`src/rtl/sd_pkg.sv`:
```
// ---------------------------------------------------------------------------
// sd_pkg
// Shared definitions for the serializer slice.
//   state_t        : FSM encoding (IDLE / SHIFT)
//   DEFAULT_WIDTH  : default parallel word length
//   DEFAULT_DIV_W  : default width of the bit-period divider input
//   IDLE_LEVEL     : level driven on the serial line when nothing is sent
// ---------------------------------------------------------------------------
package sd_pkg;

    typedef enum logic {
        ST_IDLE  = 1'b0,
        ST_SHIFT = 1'b1
    } state_t;

    localparam int   DEFAULT_WIDTH = 16;
    localparam int   DEFAULT_DIV_W = 8;
    localparam logic IDLE_LEVEL    = 1'b0;

endpackage

```
`src/rtl/sd_bit_timer.sv`:
```
// ---------------------------------------------------------------------------
// sd_bit_timer
// Bit-period counter. Counts 0..div_reg while run is high and wraps to 0 at
// terminal count, so each bit lasts div+1 clocks. The divider value is
// captured on start so that a word keeps its own bit period.
//   clk, rst    : clock, asynchronous active-low reset
//   clear       : synchronous clear of counter and latched divider (priority)
//   start       : begin a new word: counter to 0, capture div_in
//   run         : advance the counter (high while shifting)
//   div_in      : divider value sampled on start
//   first       : counter is at 0 (first cycle of a bit period)
//   tc          : counter equals the latched divider (last cycle of a bit)
// ---------------------------------------------------------------------------
module sd_bit_timer #(
    parameter int DIV_W = 8
) (
    input  logic             clk,
    input  logic             rst,
    input  logic             clear,
    input  logic             start,
    input  logic             run,
    input  logic [DIV_W-1:0] div_in,
    output logic             first,
    output logic             tc
);

    logic [DIV_W-1:0] cnt_reg;
    logic [DIV_W-1:0] cnt_next;
    logic [DIV_W-1:0] div_reg;
    logic [DIV_W-1:0] div_next;

    assign tc    = (cnt_reg == div_reg);
    assign first = (cnt_reg == '0);

    always_comb begin
        cnt_next = cnt_reg;
        div_next = div_reg;
        if (clear) begin
            cnt_next = '0;
            div_next = '0;
        end else if (start) begin
            cnt_next = '0;
            div_next = div_in;
        end else if (run) begin
            cnt_next = tc ? '0 : cnt_reg + 1'b1;
        end
    end

    always_ff @(posedge clk or negedge rst) begin
        if (!rst) begin
            cnt_reg <= '0;
            div_reg <= '0;
        end else begin
            cnt_reg <= cnt_next;
            div_reg <= div_next;
        end
    end

endmodule

```
`src/rtl/sd_serializer.sv`:
```
// ---------------------------------------------------------------------------
// sd_serializer
// Parallel-to-serial converter with a one-word holding register in front of
// the shift register. Each bit is held for div+1 clocks; bit order and bit
// period are captured when a word moves from the holding register into the
// shift register, so changes on msb_first/div never disturb a word in flight.
// The serial outputs (x, bit_strobe, word_done) are registered one stage
// after the shift register, which gives the two-edge accept-to-first-bit
// latency and keeps word_done aligned with the last bit on x.
//   clk, rst          : clock, asynchronous active-low reset
//   din, din_valid    : word offered for transmission
//   din_ready         : holding register empty (and no flush)
//   msb_first, div    : bit order / bit period for the next loaded word
//   flush             : synchronous abort of held and in-flight data
//   x                 : registered serial output, idle level 0
//   bit_strobe        : pulse in the first cycle of each bit on x
//   busy              : FSM is in SHIFT
//   word_done         : pulse in the last cycle of a word's last bit on x
//   words_sent        : completed word count, wraps at 256
// ---------------------------------------------------------------------------
module sd_serializer
    import sd_pkg::*;
#(
    parameter int WIDTH = DEFAULT_WIDTH,
    parameter int DIV_W = DEFAULT_DIV_W
) (
    input  logic             clk,
    input  logic             rst,
    input  logic [WIDTH-1:0] din,
    input  logic             din_valid,
    output logic             din_ready,
    input  logic             msb_first,
    input  logic [DIV_W-1:0] div,
    input  logic             flush,
    output logic             x,
    output logic             bit_strobe,
    output logic             busy,
    output logic             word_done,
    output logic [7:0]       words_sent
);

    localparam int             BCW      = (WIDTH > 1) ? $clog2(WIDTH) : 1;
    localparam logic [BCW-1:0] LAST_BIT = BCW'(WIDTH - 1);

    state_t           state_reg;
    state_t           state_next;

    logic [WIDTH-1:0] hold_reg;
    logic             hold_valid_reg;
    logic [WIDTH-1:0] shift_reg;
    logic             msb_reg;
    logic [BCW-1:0]   bit_cnt_reg;
    logic             x_reg;
    logic             strobe_reg;
    logic             done_reg;
    logic [7:0]       words_reg;

    logic             period_first;
    logic             period_tc;
    logic             last_bit;
    logic             accept;
    logic             load;
    logic             advance;
    logic             finish;
    logic             cur_bit;
    logic             strobe_int;
    logic             timer_clear;

    // Accept and drain of the holding register can never coincide: accept
    // needs it empty, drain needs it full.
    assign din_ready  = !hold_valid_reg && !flush;
    assign accept     = din_valid && din_ready;
    assign last_bit   = (bit_cnt_reg == LAST_BIT);
    assign busy       = (state_reg == ST_SHIFT);
    assign x          = x_reg;
    assign bit_strobe = strobe_reg;
    assign word_done  = done_reg;
    assign words_sent = words_reg;

    // Ending a word with nothing queued returns the timer to its reset value.
    assign timer_clear = flush || (finish && !hold_valid_reg);

    sd_bit_timer #(
        .DIV_W (DIV_W)
    ) u_timer (
        .clk    (clk),
        .rst    (rst),
        .clear  (timer_clear),
        .start  (load),
        .run    (busy),
        .div_in (div),
        .first  (period_first),
        .tc     (period_tc)
    );

    // FSM state register
    always_ff @(posedge clk or negedge rst) begin
        if (!rst) begin
            state_reg <= ST_IDLE;
        end else begin
            state_reg <= state_next;
        end
    end

    // FSM next-state logic
    always_comb begin
        state_next = state_reg;
        if (flush) begin
            state_next = ST_IDLE;
        end else begin
            case (state_reg)
                ST_IDLE:  if (hold_valid_reg) state_next = ST_SHIFT;
                ST_SHIFT: if (finish && !hold_valid_reg) state_next = ST_IDLE;
                default:  state_next = ST_IDLE;
            endcase
        end
    end

    // FSM outputs: datapath controls and the pre-register serial values
    always_comb begin
        load       = 1'b0;
        advance    = 1'b0;
        finish     = 1'b0;
        cur_bit    = IDLE_LEVEL;
        strobe_int = 1'b0;
        case (state_reg)
            ST_IDLE: begin
                load = hold_valid_reg;
            end
            ST_SHIFT: begin
                cur_bit    = msb_reg ? shift_reg[WIDTH-1] : shift_reg[0];
                strobe_int = period_first;
                if (period_tc) begin
                    if (last_bit) begin
                        finish = 1'b1;
                        load   = hold_valid_reg;
                    end else begin
                        advance = 1'b1;
                    end
                end
            end
            default: begin
                load = 1'b0;
            end
        endcase
    end

    // Holding register, shift register, output stage and word counter
    always_ff @(posedge clk or negedge rst) begin
        if (!rst) begin
            hold_reg       <= '0;
            hold_valid_reg <= 1'b0;
            shift_reg      <= '0;
            msb_reg        <= 1'b0;
            bit_cnt_reg    <= '0;
            x_reg          <= IDLE_LEVEL;
            strobe_reg     <= 1'b0;
            done_reg       <= 1'b0;
            words_reg      <= '0;
        end else if (flush) begin
            hold_valid_reg <= 1'b0;
            shift_reg      <= '0;
            bit_cnt_reg    <= '0;
            x_reg          <= IDLE_LEVEL;
            strobe_reg     <= 1'b0;
            done_reg       <= 1'b0;
        end else begin
            if (accept) begin
                hold_reg       <= din;
                hold_valid_reg <= 1'b1;
            end else if (load) begin
                hold_valid_reg <= 1'b0;
            end

            if (load) begin
                shift_reg   <= hold_reg;
                msb_reg     <= msb_first;
                bit_cnt_reg <= '0;
            end else if (advance) begin
                shift_reg   <= msb_reg ? (shift_reg << 1) : (shift_reg >> 1);
                bit_cnt_reg <= bit_cnt_reg + 1'b1;
            end else if (finish) begin
                bit_cnt_reg <= '0;
            end

            x_reg      <= cur_bit;
            strobe_reg <= strobe_int;
            done_reg   <= finish;
            if (finish) begin
                words_reg <= words_reg + 8'd1;
            end
        end
    end

endmodule
```
`config.mk`:
```
export PLATFORM = sky130hd
export DESIGN_NAME = sd_serializer
export DESIGN_NICKNAME = d
export VERILOG_FILES = /design/src/rtl/sd_pkg.sv /design/src/rtl/sd_bit_timer.sv /design/src/rtl/sd_serializer.sv
export SDC_FILE = /design/constraint.sdc
export NUM_CORES = 1
export LEC_CHECK = 0
export CORE_MARGIN = 2
export CORE_UTILIZATION = 50
export CTS_BUF_LIST = sky130_fd_sc_hd__clkbuf_16
export DETAILED_ROUTE_END_ITERATION = 6
export PLACE_DENSITY = 0.73
export REMOVE_ABC_BUFFERS = 1
export SLEW_MARGIN = 20
export SYNTH_ARGS = -nofsm -noshare
export SYNTH_HDL_FRONTEND = slang
export SYNTH_SLANG_ARGS = --single-unit
```
`constraint.sdc`:
```
create_clock -name clk -period 4.3 [get_ports clk]
set_clock_uncertainty 0.1 [all_clocks]
set_input_delay 1.075 -clock clk [delete_from_list [all_inputs] [get_ports clk]]
set_output_delay 1.075 -clock clk [all_outputs]
set_load 0.005 [all_outputs]
```
# == Yosys cells after proc, flatten, opt, wreduce, memory -nomap -nowiden ==
# Cells that the tools add are included.
# totals
out_inout_bits,13
elab_cells,70
register_bits,66
# classes
reduce_logical,15
n_addsub,3
bitwise_logic,2
n_mux,36
eq_ne,2
# op_table
op,count
16-bit 2-to-1 mux,4
8-bit 2-to-1 mux,6
1-bit 2-to-1 mux,20
"8-bit by 1-bit adder with 8-bit output, second input constant",2
4-bit 2-to-1 mux,4
3-bit nonzero test,3
8-bit == test,1
8-bit logical NOT,1
2-bit AND reduction,3
"4-bit by 1-bit adder with 4-bit output, second input constant",1
"4-bit == test, second input constant",1
1-bit one-hot mux with 2 select lines,2
4-bit nonzero test,1
1-bit logical AND,3
1-bit logical NOT,2
1-bit inverter,2
2-bit nonzero test,1
1-bit logical OR,1

# == Logic depth before layout (Yosys ltp) ==
# logic_depth
depth_word,8
mapped_depth,7
depth_no_buf,6

# == Hierarchy ==
# A second synthesis with hierarchy kept.
# hier_totals
cells_unflattened,294
hier_area_um2,3236.9
# by_module_without_submodules
mod,cells_each,instances,area_each_um2,seq_area_each_um2
sd_serializer,212,1,2398.6,1251.2
sd_bit_timer,82,1,838.3,400.4

# == Worst setup path after synthesis ==
# Ideal clock, no wire load.
# synth_timing
kind,input to register
startpoint,input flush
endpoint,register hold_reg[10]
path_slack_ps,1623
stages,6
n_path_buf,3
t_arrival_ps,2452
setup_ps,125
required_ps,4075
path_cell_list,clkbuf_1 nor2_1 and2_1 clkbuf_1 buf_1 mux2_2
# synth_between
elab_chain_cells,4
elab_cells_between_ends,5
classes_between,bitwise: 1; reduce/logical: 4
# synth_rtl
element,line,rtl
start: declaration,sd_serializer.sv:34,"input logic flush,"
1-bit logical NOT,sd_serializer.sv:71,assign din_ready = !hold_valid_reg && !flush;
1-bit logical AND,sd_serializer.sv:71,
net din_ready,sd_serializer.sv:31,"output logic din_ready,"
1-bit logical AND,sd_serializer.sv:72,assign accept = din_valid && din_ready;
2-bit AND reduction (no line),n/a,
end signal: assignment,sd_serializer.sv:169,hold_reg <= din;
end: declaration,sd_serializer.sv:48,logic [WIDTH-1:0] hold_reg;
# The timed path passes the listed nets, and every way through them passes these cells.
# A chain may end at the register's enable or synchronous reset.

# == Worst setup path in the final report ==
# layout_timing
startpoint,input flush
endpoint,output din_ready
# layout_between
elab_chain_cells,2
# layout_rtl
element,line
1-bit logical NOT,sd_serializer.sv:71
1-bit logical AND,sd_serializer.sv:71
end: declaration,sd_serializer.sv:31
# No other way between the ends.

==> results.yml <==
power_and_ir_drop:
  p_leak_nw: 1.769
  finalPower_mw: 1.641
  max-vdd-ir-drop_mv: 0.2765
  power.density_nw_per_um2: 413.3
sta:
  finalSetupViolations: 0
  layout_min_cycle_time_ps: 3459
  slew_violations: 0
  layout_setup_ws_ps: 841.1
  tightestPinTransition_ps: 834.9
  maxSlewHeadroom: 0.4391
  fmax_mhz: 289.1
  hold_viol: 0
  tns_ps: 0
  rsz0062_at_grt: "false"
  period_share: 0.8044
yosys:
  synth_top_flop_cell: "dfrtp_1"
  synth.area.mux_share: 0.1201
  ys_top_cells_by_area: "dfrtp_1 51%, mux2_2 11%, a2bb2oi_1 4.3%"
  yosysTopAreaCellShare: 0.5065
  synth.avg_cell_area_um2: 11.77
  ys_warn_count: 0
  synth_xor_area_frac: 0.05104
  yosysSeqAreaShare: 0.5065
  synth-simple-area-share: 0.1339
  synth_edf_count: 0
  ys_top_cells_by_count: "66 x dfrtp_1, 31 x mux2_2, 23 x nand3_1, 17 x o211ai_1, 16 x a2bb2oi_1"
  netlist_instances: 277
  yosysUniqueCellTypes: 40
  syn_area_um2: 3261
  synth_top_family_by_area: "compound AO/OA/AOI/OAI gates"
  async_reset_ff_frac: 1.000
  post-synth-top-count-cell: "dfrtp_1"
  ys_ff_latch: 66
  synth_compound_area_frac: 0.1439
  synth_area_leader_cell: "dfrtp_1"
  yosys.area_share.adder: 0.01535
clocking:
  clock-sinks: 66
  ctsResizeCount: 0
  cts_tree: "yes"
  cts_buffer_depth: 2
  insertion_delay_ps: 330
  cts_hold_buf: 0
  root_buffer: "clkbuf_16"
  cts_max_level: 3
  clk_pin_slew_ps: 50
  post-cts-setup-buffers: 0
  cts-buffers-inserted: 9
critical_path:
  path_class: "input pin to primary output"
  r2r-end: "shift_reg[9]$_DFFE_PN0P_"
  path_max_fanout: 7
  regToRegStartpoint: "u_timer.cnt_reg[5]$_DFFE_PN0P_"
  critPathCaptureType: "primary output"
  reg2reg_slack_ps: 1750
  arrival_ps: 2280
  required_ps: 3120
  worst-r2r-cell-count: 5
  worstSetupStartpointType: "input pin"
drt:
  drc: 0
  vias: 2314
  viasPerCell: 5.799
  wirelength_mm: 6.445
  drtPass1Iterations: 4
  ant_nets: 0
  wl_per_cell_um: 16.15
  drtIter0Drc: 111
die:
  core_um2: 6314
  die-area_um2: 7183
  die_width_um: 84.76
  start_util: 0.5164
  rows: 29
  io_pins: 42
  die_h_um: 84.76
placed_design:
  dp_hpwl_mm: 4.364
  place_inst: 384
  numPortBuffers: 41
  place_ws_ps: 852.0
  gp_congestion: 0.8605
hold_path:
  min_to: "words_sent[7]$_DFFE_PN0P_"
  min_from: "words_sent[7]$_DFFE_PN0P_"
  min_path_type: "register to register"
  worstHoldPathCells: 1
layout:
  area_growth_pct: 21.80
  drive_gt1_frac: 0.1739
  antenna_cells: 0
  layoutNonFillerInstCount: 399
  nNetsFinal: 351
status:
  run_status: "complete, no violations"
grt:
  grt_pass1_wl_mm: 11.27
  antenna_found_initial: 0
  track_usage: 0.1973
  gr-total-overflow: 0
  grt_max_degree: 48
  grt_pass1_vias: 2412
job:
  cap_violations: 0
## kinds of logic after synthesis
family,Yosys count
AO/OA/AOI/OAI,61
AND/OR/NAND/NOR,71
XOR/XNOR,19
flip-flops,66
adder cells (fa/ha/maj),4
buffers and inverters,21
multiplexers,35
## how the worst max path moves through the flow
stage	start	end	slack (ps)
5_1_grt	flush	din_ready	760
3_3_place_gp	flush	din_ready	840
4_1_cts	flush	din_ready	840
3_5_place_dp	flush	din_ready	850
6_report	flush	din_ready	840
2_1_floorplan	flush	shift_reg[0]$_DFFE_PN0P_	1630
## power breakdown
part / total (mW) / leakage, nW / internal (mW) / switching, mW
sequential: 0.750 / 0.858 / 0.687 / 0.0629
clock: 0.618 / 0.131 / 0.376 / 0.242
combinational: 0.273 / 0.780 / 0.156 / 0.117
total: 1.64 / 1.77 / 1.22 / 0.422
## layout make-up
type                       instances  area [um^2]
sequential                        66         1652
clock inverter                     6        26.28
clock buffer                       9        225.2
inverter                           6        22.52
fill                             521         2342
timing repair buffer              45        435.4
tap                               77        96.34
multi-input combinational        190         1514
## cell usage in the layout, fill, tap and decap left out, types with 3 or more instances in the layout
| master | instances |
|---|---|
| a21oi_1 | 6 |
| a22o_1 | 12 |
| a2bb2oi_1 | 16 |
| and2_1 | 5 |
| and3_1 | 3 |
| buf_4 | 4 |
| clkbuf_16 | 9 |
| clkdlybuf4s50_1 | 40 |
| clkinv_2 | 3 |
| dfrtp_1 | 66 |
| ha_1 | 4 |
| inv_1 | 7 |
| mux2_2 | 31 |
| nand2_1 | 12 |
| nand3_1 | 23 |
| nor2_1 | 9 |
| nor3_1 | 5 |
| o211ai_1 | 17 |
| o21ai_0 | 4 |
| xnor2_1 | 4 |
| xor2_1 | 15 |
## through the flow
stage	cell area (um^2)	utilization	hold WS, ps
finish	3971	0.6290	367.6
CTS	3971	0.6290	372.1
global route	3971	0.6290	389.0
detailed placement	3720	0.5892	363.3
floorplan	3188	-	364.7
global placement	3720	0.5892	357.8
## routing by layer
| layer | vias up | global-route usage | part of all wire |
|---|---|---|---|
| met2 | 42 | 0.3264 | 0.49 |
| met5 | - | 0 | 0 |
| met1 | 1152 | 0.2527 | 0.46 |
| met4 | 0 | 0.08514 | 0.019 |
| li1 | 1109 | - | - |
| met3 | 11 | 0.03933 | 0.032 |
## critical path, cell delays in order
cell and delay [ps]:
clkdlybuf4s50_1 520, nor2_1 160, clkdlybuf4s50_1 520
Power figures use the tool's default switching activity.
